`config.mk`:
```
export PLATFORM = sky130hd
export DESIGN_NAME = acp_slave_interface
export DESIGN_NICKNAME = d
export VERILOG_FILES = /design/src/rtl/acp_slave_interface.sv
export SDC_FILE = /design/constraint.sdc
export NUM_CORES = 1
export LEC_CHECK = 0
export CORE_MARGIN = 1.5
export CORE_UTILIZATION = 40
export CTS_CLUSTER_SIZE = 14
export DETAILED_ROUTE_END_ITERATION = 8
export GPL_ROUTABILITY_DRIVEN = 0
export GPL_TIMING_DRIVEN = 0
export HOLD_SLACK_MARGIN = 0.08
export PLACE_DENSITY_LB_ADDON = 0.12
export SYNTH_ARGS = -nofsm -noshare
export SYNTH_HDL_FRONTEND = slang
export SYNTH_SLANG_ARGS = --single-unit
```
`constraint.sdc`:
```
create_clock -name clk -period 3.3 [get_ports clk]
set_input_delay 0.99 -clock clk [delete_from_list [all_inputs] [get_ports clk]]
set_output_delay 0.99 -clock clk [all_outputs]
set_load 0.005 [all_outputs]
```
`src/rtl/acp_slave_interface.sv`:
```
// acp_slave_interface
//   ACP bus slave port. It decodes a request against BASE_ADDR and handles
//   read and write transactions, including incrementing bursts of up to
//   2^BURST_BITS beats. Each data beat is preceded by WAIT_CYCLES wait states.
//   Toward the peripheral it drives a local register/memory port.
//
// Ports
//   clk, rst      clock (rising edge), asynchronous active-high reset
//   bus_in        address in the request cycle, write data in DATA cycles
//   ctrl_in       [1] we, [2+:BURST_BITS] beats-1, other bits ignored
//   ack           master request, held high for the whole transaction
//   bus_out       registered read data
//   bus_oe        slave drives bus_out (reads only, until IDLE)
//   rdy           beat strobe toward the master
//   local_addr    current beat offset (registered)
//   local_wdata   write data (bus_in pass-through)
//   data_we       local write strobe, one cycle per beat
//   data_re       local read strobe, one cycle per beat
//   local_rdata   combinational read data, valid while data_re=1
module acp_slave_interface #(
   parameter int BUS_WIDTH   = 32,
   parameter int CTRL_WIDTH  = 8,
   parameter int ADDR_WIDTH  = 16,
   parameter logic [BUS_WIDTH-ADDR_WIDTH-1:0] BASE_ADDR = 16'h0001,
   parameter int WAIT_CYCLES = 1,
   parameter int BURST_BITS  = 2
) (
   input  logic                  clk,
   input  logic                  rst,
   input  logic [BUS_WIDTH-1:0]  bus_in,
   input  logic [CTRL_WIDTH-1:0] ctrl_in,
   input  logic                  ack,
   output logic [BUS_WIDTH-1:0]  bus_out,
   output logic                  bus_oe,
   output logic                  rdy,
   output logic [ADDR_WIDTH-1:0] local_addr,
   output logic [BUS_WIDTH-1:0]  local_wdata,
   output logic                  data_we,
   output logic                  data_re,
   input  logic [BUS_WIDTH-1:0]  local_rdata
);

   localparam int WCW = (WAIT_CYCLES < 1) ? 1 : $clog2(WAIT_CYCLES + 1);
   localparam logic [WCW-1:0] WAIT_LOAD = WCW'(WAIT_CYCLES);

   typedef enum logic [2:0] {S_IDLE, S_IGNORE, S_WAIT, S_DATA, S_FINISH} state_t;

   state_t                state, nxt;
   logic                  we_r;
   logic [BURST_BITS-1:0] beats_r;
   logic [WCW-1:0]        wcnt;
   logic                  rdy_rd;   // read-side rdy: the cycle new bus_out is visible
   logic                  hit;
   logic                  ctrl_unused;

   assign hit         = (bus_in[BUS_WIDTH-1:ADDR_WIDTH] == BASE_ADDR);
   assign local_wdata = bus_in;
   assign ctrl_unused = ^ctrl_in;

   // Next state and strobes. Strobes come only from the registered state
   // and ack, so an abort (ack=0) cycle never writes or reads.
   always_comb begin
      nxt     = state;
      data_we = 1'b0;
      data_re = 1'b0;
      rdy     = rdy_rd;
      case (state)
         S_IDLE: begin
            if (ack) begin
               if (!hit)                 nxt = S_IGNORE;
               else if (WAIT_CYCLES == 0) nxt = S_DATA;
               else                       nxt = S_WAIT;
            end
         end
         S_IGNORE: begin
            if (!ack) nxt = S_IDLE;
         end
         S_WAIT: begin
            if (!ack)                   nxt = S_IDLE;
            else if (wcnt == WCW'(1))   nxt = S_DATA;
         end
         S_DATA: begin
            if (!ack) begin
               nxt = S_IDLE;
            end else begin
               data_we = we_r;
               data_re = !we_r;
               if (we_r) rdy = 1'b1;
               if (beats_r == '0)          nxt = S_FINISH;
               else if (WAIT_CYCLES == 0)  nxt = S_DATA;
               else                        nxt = S_WAIT;
            end
         end
         S_FINISH: begin
            if (!ack) nxt = S_IDLE;
         end
         default: nxt = S_IDLE;
      endcase
   end

   always_ff @(posedge clk or posedge rst) begin
      if (rst) begin
         state      <= S_IDLE;
         we_r       <= 1'b0;
         beats_r    <= '0;
         wcnt       <= '0;
         local_addr <= '0;
         bus_out    <= '0;
         bus_oe     <= 1'b0;
         rdy_rd     <= 1'b0;
      end else begin
         state  <= nxt;
         rdy_rd <= 1'b0;
         case (state)
            S_IDLE: begin
               if (ack && hit) begin
                  we_r       <= ctrl_in[1];
                  beats_r    <= ctrl_in[2 +: BURST_BITS];
                  local_addr <= bus_in[ADDR_WIDTH-1:0];
                  wcnt       <= WAIT_LOAD;
               end
            end
            S_WAIT: begin
               if (ack) wcnt <= wcnt - WCW'(1);
            end
            S_DATA: begin
               if (ack) begin
                  if (!we_r) begin
                     bus_out <= local_rdata;
                     bus_oe  <= 1'b1;
                     rdy_rd  <= 1'b1;
                  end
                  if (beats_r != '0) begin
                     // Offset wraps naturally modulo 2^ADDR_WIDTH.
                     local_addr <= local_addr + ADDR_WIDTH'(1);
                     beats_r    <= beats_r - BURST_BITS'(1);
                     wcnt       <= WAIT_LOAD;
                  end
               end
            end
            default: ;
         endcase
         // bus_oe is released whenever we fall back to IDLE, including aborts.
         if (nxt == S_IDLE) bus_oe <= 1'b0;
      end
   end

endmodule

```
Word level (Yosys, flattened, before mapping)
Index checks and enable logic that the tools add are counted.
{"block": "word_totals", "mem_count": 0, "register_bits": 57, "romBits": 0, "out_inout_bits": 84, "ramBits": 0, "word_cells": 73, "latch_bits": 0, "inputBits": 75}
{"block": "classes", "add_sub_neg": 3, "div": 0, "n_reduce_logical": 16, "n_bitwise": 1, "muxes": 35, "n_mul": 0, "shift": 0, "order_cmp": 0, "eq_ne": 10}
{"cell": "$mux W16", "n": 3}
{"cell": "$pmux W16 S2", "n": 1}
{"cell": "$mux W1", "n": 18}
{"cell": "$mux W3", "n": 6}
{"cell": "$add A16 B1 Y16 const B", "n": 1}
{"cell": "$eq A16 B1 Y1 const B", "n": 1}
{"cell": "$pmux W3 S4", "n": 1}
{"cell": "$mux W2", "n": 4}
{"cell": "$ne A2 B2 Y1 const B", "n": 4}
{"cell": "$reduce_bool A2 Y1", "n": 4}
{"cell": "$eq A3 B2 Y1 const B", "n": 2}
{"cell": "$logic_not A3 Y1", "n": 2}
{"cell": "$reduce_and A3 Y1", "n": 2}
{"cell": "$reduce_and A5 Y1", "n": 1}
{"cell": "$pmux W2 S2", "n": 1}
{"cell": "$reduce_and A4 Y1", "n": 1}
{"cell": "$eq A3 B1 Y1 const B", "n": 1}
{"cell": "$eq A3 B3 Y1 const B", "n": 1}
{"cell": "$pmux W1 S3", "n": 1}
{"cell": "$reduce_bool A3 Y1", "n": 1}
{"cell": "$logic_not A2 Y1", "n": 1}
{"cell": "$ne A2 B1 Y1 const B", "n": 1}
{"cell": "$reduce_and A2 Y1", "n": 1}
{"cell": "$reduce_or A2 Y1", "n": 1}
{"cell": "5 further kinds", "n": 5}

Logic depth before layout (Yosys ltp)
{"block": "depth", "depth_word": 7, "mapped_depth": 7, "depth_no_buf": 6}

Worst setup path after synthesis
OpenSTA, ideal clock, no wires.
{"block": "synth_timing", "path_type": "input to output", "start": "input port ack", "end": "output port data_re", "n_path_buf": 1, "required_time_ns": 2.310, "stages": 3, "path_slack_ns": 0.823, "t_arrival_ns": 1.487, "cell_sequence": "nand2_1 -> nor2_2 -> buf_2"}
{"block": "synth_via", "elab_chain_len": 2}
{"item": "start, declared", "line": "32", "text": "input logic ack,"}
{"item": "$mux W1", "line": "83", "text": "if (!ack) begin"}
{"item": "$mux W1", "line": "67", "text": "case (state)"}
{"item": "end, declared", "line": "39", "text": "output logic data_re,"}
Every way passes these cells.

Final worst setup path
{"block": "layout_timing", "start": "register state[2]", "end": "output port data_re"}
{"block": "layout_via", "elab_chain_len": 2}
{"item": "start, declared", "line": "48", "text": "state_t state, nxt;"}
{"item": "start signal, assigned", "line": "112", "text": "state <= nxt;"}
{"item": "$eq A3 B2 Y1", "line": "67"}
{"item": "$mux W1", "line": "67"}
Every way passes these cells.

==> impl_metrics.ini <==
[logic_synthesis]
ys_ff_latch = 57
yosysTopAreaCell = dfrtp_1
synth_common_cells = 57 x dfrtp_1, 32 x buf_4, 32 x mux2_2, 22 x nand2_1, 12 x o21ai_0
synth.area.top_cells = dfrtp_1 47%, mux2_2 12%, buf_4 8.0%
avgSynthCellArea_um2 = 10.8
syn_nets = 355
post-synth-top-count-cell = dfrtp_1
ys.flop_type = dfrtp_1
yosys.cell_types.count = 48
synth-edff-count = 0
yosysSeqAreaShare_pct = 47.4
yosys_warnings = 0
synth.cell_area_um2 = 3010
netlist_instances = 278
async_reset_ff_share_pct = 100
synth_top_area_share_pct = 47.4

[place]
dp_hpwl_mm = 6.45
dp.cells = 531
io_buffers = 153

[sta]
clock_skew_ns = 0.00755
min_period_ns = 3.15
finalHoldViolations = 0
finalCritPeriodShare_pct = 95.3
grt_setup_unrepaired = no
maxSlewHeadroom_pct = 52.2
setup_viol = 0
hold_slack_ns = 0.506
slew_viol_final = 0
tightest_slew_ns = 0.714
max_freq_ghz = 0.318

[job]
maxCapViolations = 0

[floorplanning]
die_y_um = 89.7
die_width_um = 89.7
ios = 159
dieArea_um2 = 8050
coreArea_um2 = 7250
start_util_pct = 41.5
rows = 31

[worst_setup_path]
cp.required_ns = 2.31
path_max_fanout = 11
crit_path_start_kind = flip-flop
cp.arrival_ns = 2.16
endpoint_kind = output pin
worstSetupPathType = reg -> out

[route]
vias = 2848
wl_mm = 8.61
drtIter0Drc = 110
ant_nets = 0
first_pass_iters = 4
wl_per_cell_um = 15.7
drc = 0
post_drt_via_cell_ratio = 5.20

[power_and_ir_drop]
peakVddDrop_uv = 247
p_per_area_nw_per_um2 = 319
power.static_leakage_nw = 2.23
p_total_mw = 1.57

[clock_network]
cts-hold-fix-buffers = 0
cts_buffers = 9
clock_path_buffers = 2
cts-root-buf = clkbuf_8
clkSinkCount = 57
worstSkewPairLatency_ns = 0.33
htreeDepth = 3
clkSlewWorstSetupHoldPaths_ns = 0.06
cts_tree = built

[cells_and_area]
final_util_pct = 67.6
layout-drive-gt1-share_pct = 23.4
final_cells = 548
fin_nets = 521
num_antenna_cells = 0
multi_input_area_um2 = 1250
syn_to_final_growth_pct = 63.1
seqCellArea_um2 = 1430
fillers = 593

[grt]
antenna_found_initial = 0
grt_pass1_wl_mm = 14.4
grtUsageTotal_pct = 22.0
grt_max_degree = 34
grt_pass1_vias = 2974
grt_overflow = 0

[run_status]
outcome = finished, final reports clean

[hold_path]
hp-class = reg -> reg
-- metrics by stage --
step / cell area, µm² / setup slack [ns] / setup TNS, ns
floorplan: 3010 / 0.823 / 0
global placement: 4660 / -0.529 / -13.09
detailed placement: 4680 / -0.539 / -0.666
CTS: 4910 / 0.0104 / 0
global route: 4900 / 0.0237 / 0
finish: 4900 / 0.155 / 0
-- sequential cells by signal, indices dropped and copies added (netlist names) --
signal,count
bus_oe,1
bus_out,32
state,3
wcnt,1
rdy_rd,1
local_addr,16
we_r,1
beats_r,2
-- cell usage in the layout (no fill, tap or decap), types with 7 or more instances in the layout --
cell / netlist / routed
dfrtp_1: 57 / 57
o21ai_0: 12 / 12
nand2_1: 22 / 21
mux2_2: 32 / 32
buf_4: 32 / 34
clkbuf_8: 0 / 11
a22oi_1: 7 / 7
clkdlybuf4s50_1: 0 / 152
nand3_1: 7 / 7
nor2_1: 11 / 11
-- kinds of logic (layout without fill, tap and decap cells) --
kind of cell             Yosys count  count (layout)  share of synthesized area [%]
AO/OA/AOI/OAI                     60              60                           14.4
adder cells (fa/ha/maj)            2               2                          0.832
buffers and inverters             49             220                           11.4
flip-flops                        57              57                           47.4
multiplexers                      33              33                           12.3
AND/OR/NAND/NOR                   77              77                           13.7
-- metal layers --
metal / up-vias / GRT usage (%) / routed length, µm / share of wire [%]
met4: 0 / 8.86 / 133 / 1.5
li1: 1327 / - / - / -
met5: - / 0 / 0 / 0
met2: 142 / 37.7 / 4270 / 50
met3: 18 / 7.02 / 778 / 9.0
met1: 1361 / 25.5 / 3420 / 40
-- layout make-up --
cell class | instances | share of cell area [%]
Timing Repair Buffer | 155 | 31.7
Clock buffer | 12 | 3.16
Tap cell | 99 | 2.53
Multi-Input combinational cell | 172 | 25.4
Sequential cell | 57 | 29.1
Clock inverter | 4 | 1.05
Buffer | 44 | 6.68
Inverter | 5 | 0.383
-- critical path, stage by stage (launching register included) --
cell and delay [ns]:
dfrtp_1 0.45, and3b_1 0.23, clkbuf_4 0.19, nand2_2 0.10, nor2_4 0.13, buf_4 0.19
clkdlybuf4s50_1 0.52
-- power by group --
| part | switching, mW | internal (mW) |
|---|---|---|
| registers | 0.000967 | 0.699 |
| clock network | 0.287 | 0.390 |
| logic | 0.0530 | 0.136 |
-- what timing repair did --
item	CTS	global route
pin swaps	1	0
endpoints found under the setup margin	3	1
setup buffers	1	0
gates resized for setup	4	3
hold endpoints to repair	0	0
-- path summary, 6_finish.rpt --
| path | to | slack (ns) | start | cells after the start |
|---|---|---|---|---|
| worst max-delay path | data_re | 0.15 | state[2] | 6 |
| worst min-delay path | bus_out[20] | 0.51 | bus_out[20] | 1 |
| worst max register to register | local_addr[10] | 1.17 | state[2] | 6 |
| worst min register to register | bus_out[20] | 0.51 | bus_out[20] | 1 |
| max in group asynchronous | local_addr[4] | 1.71 | rst | 3 |
| min in group asynchronous | bus_out[12] | 1.02 | rst | 2 |
(Power assumes the default switching activity.)
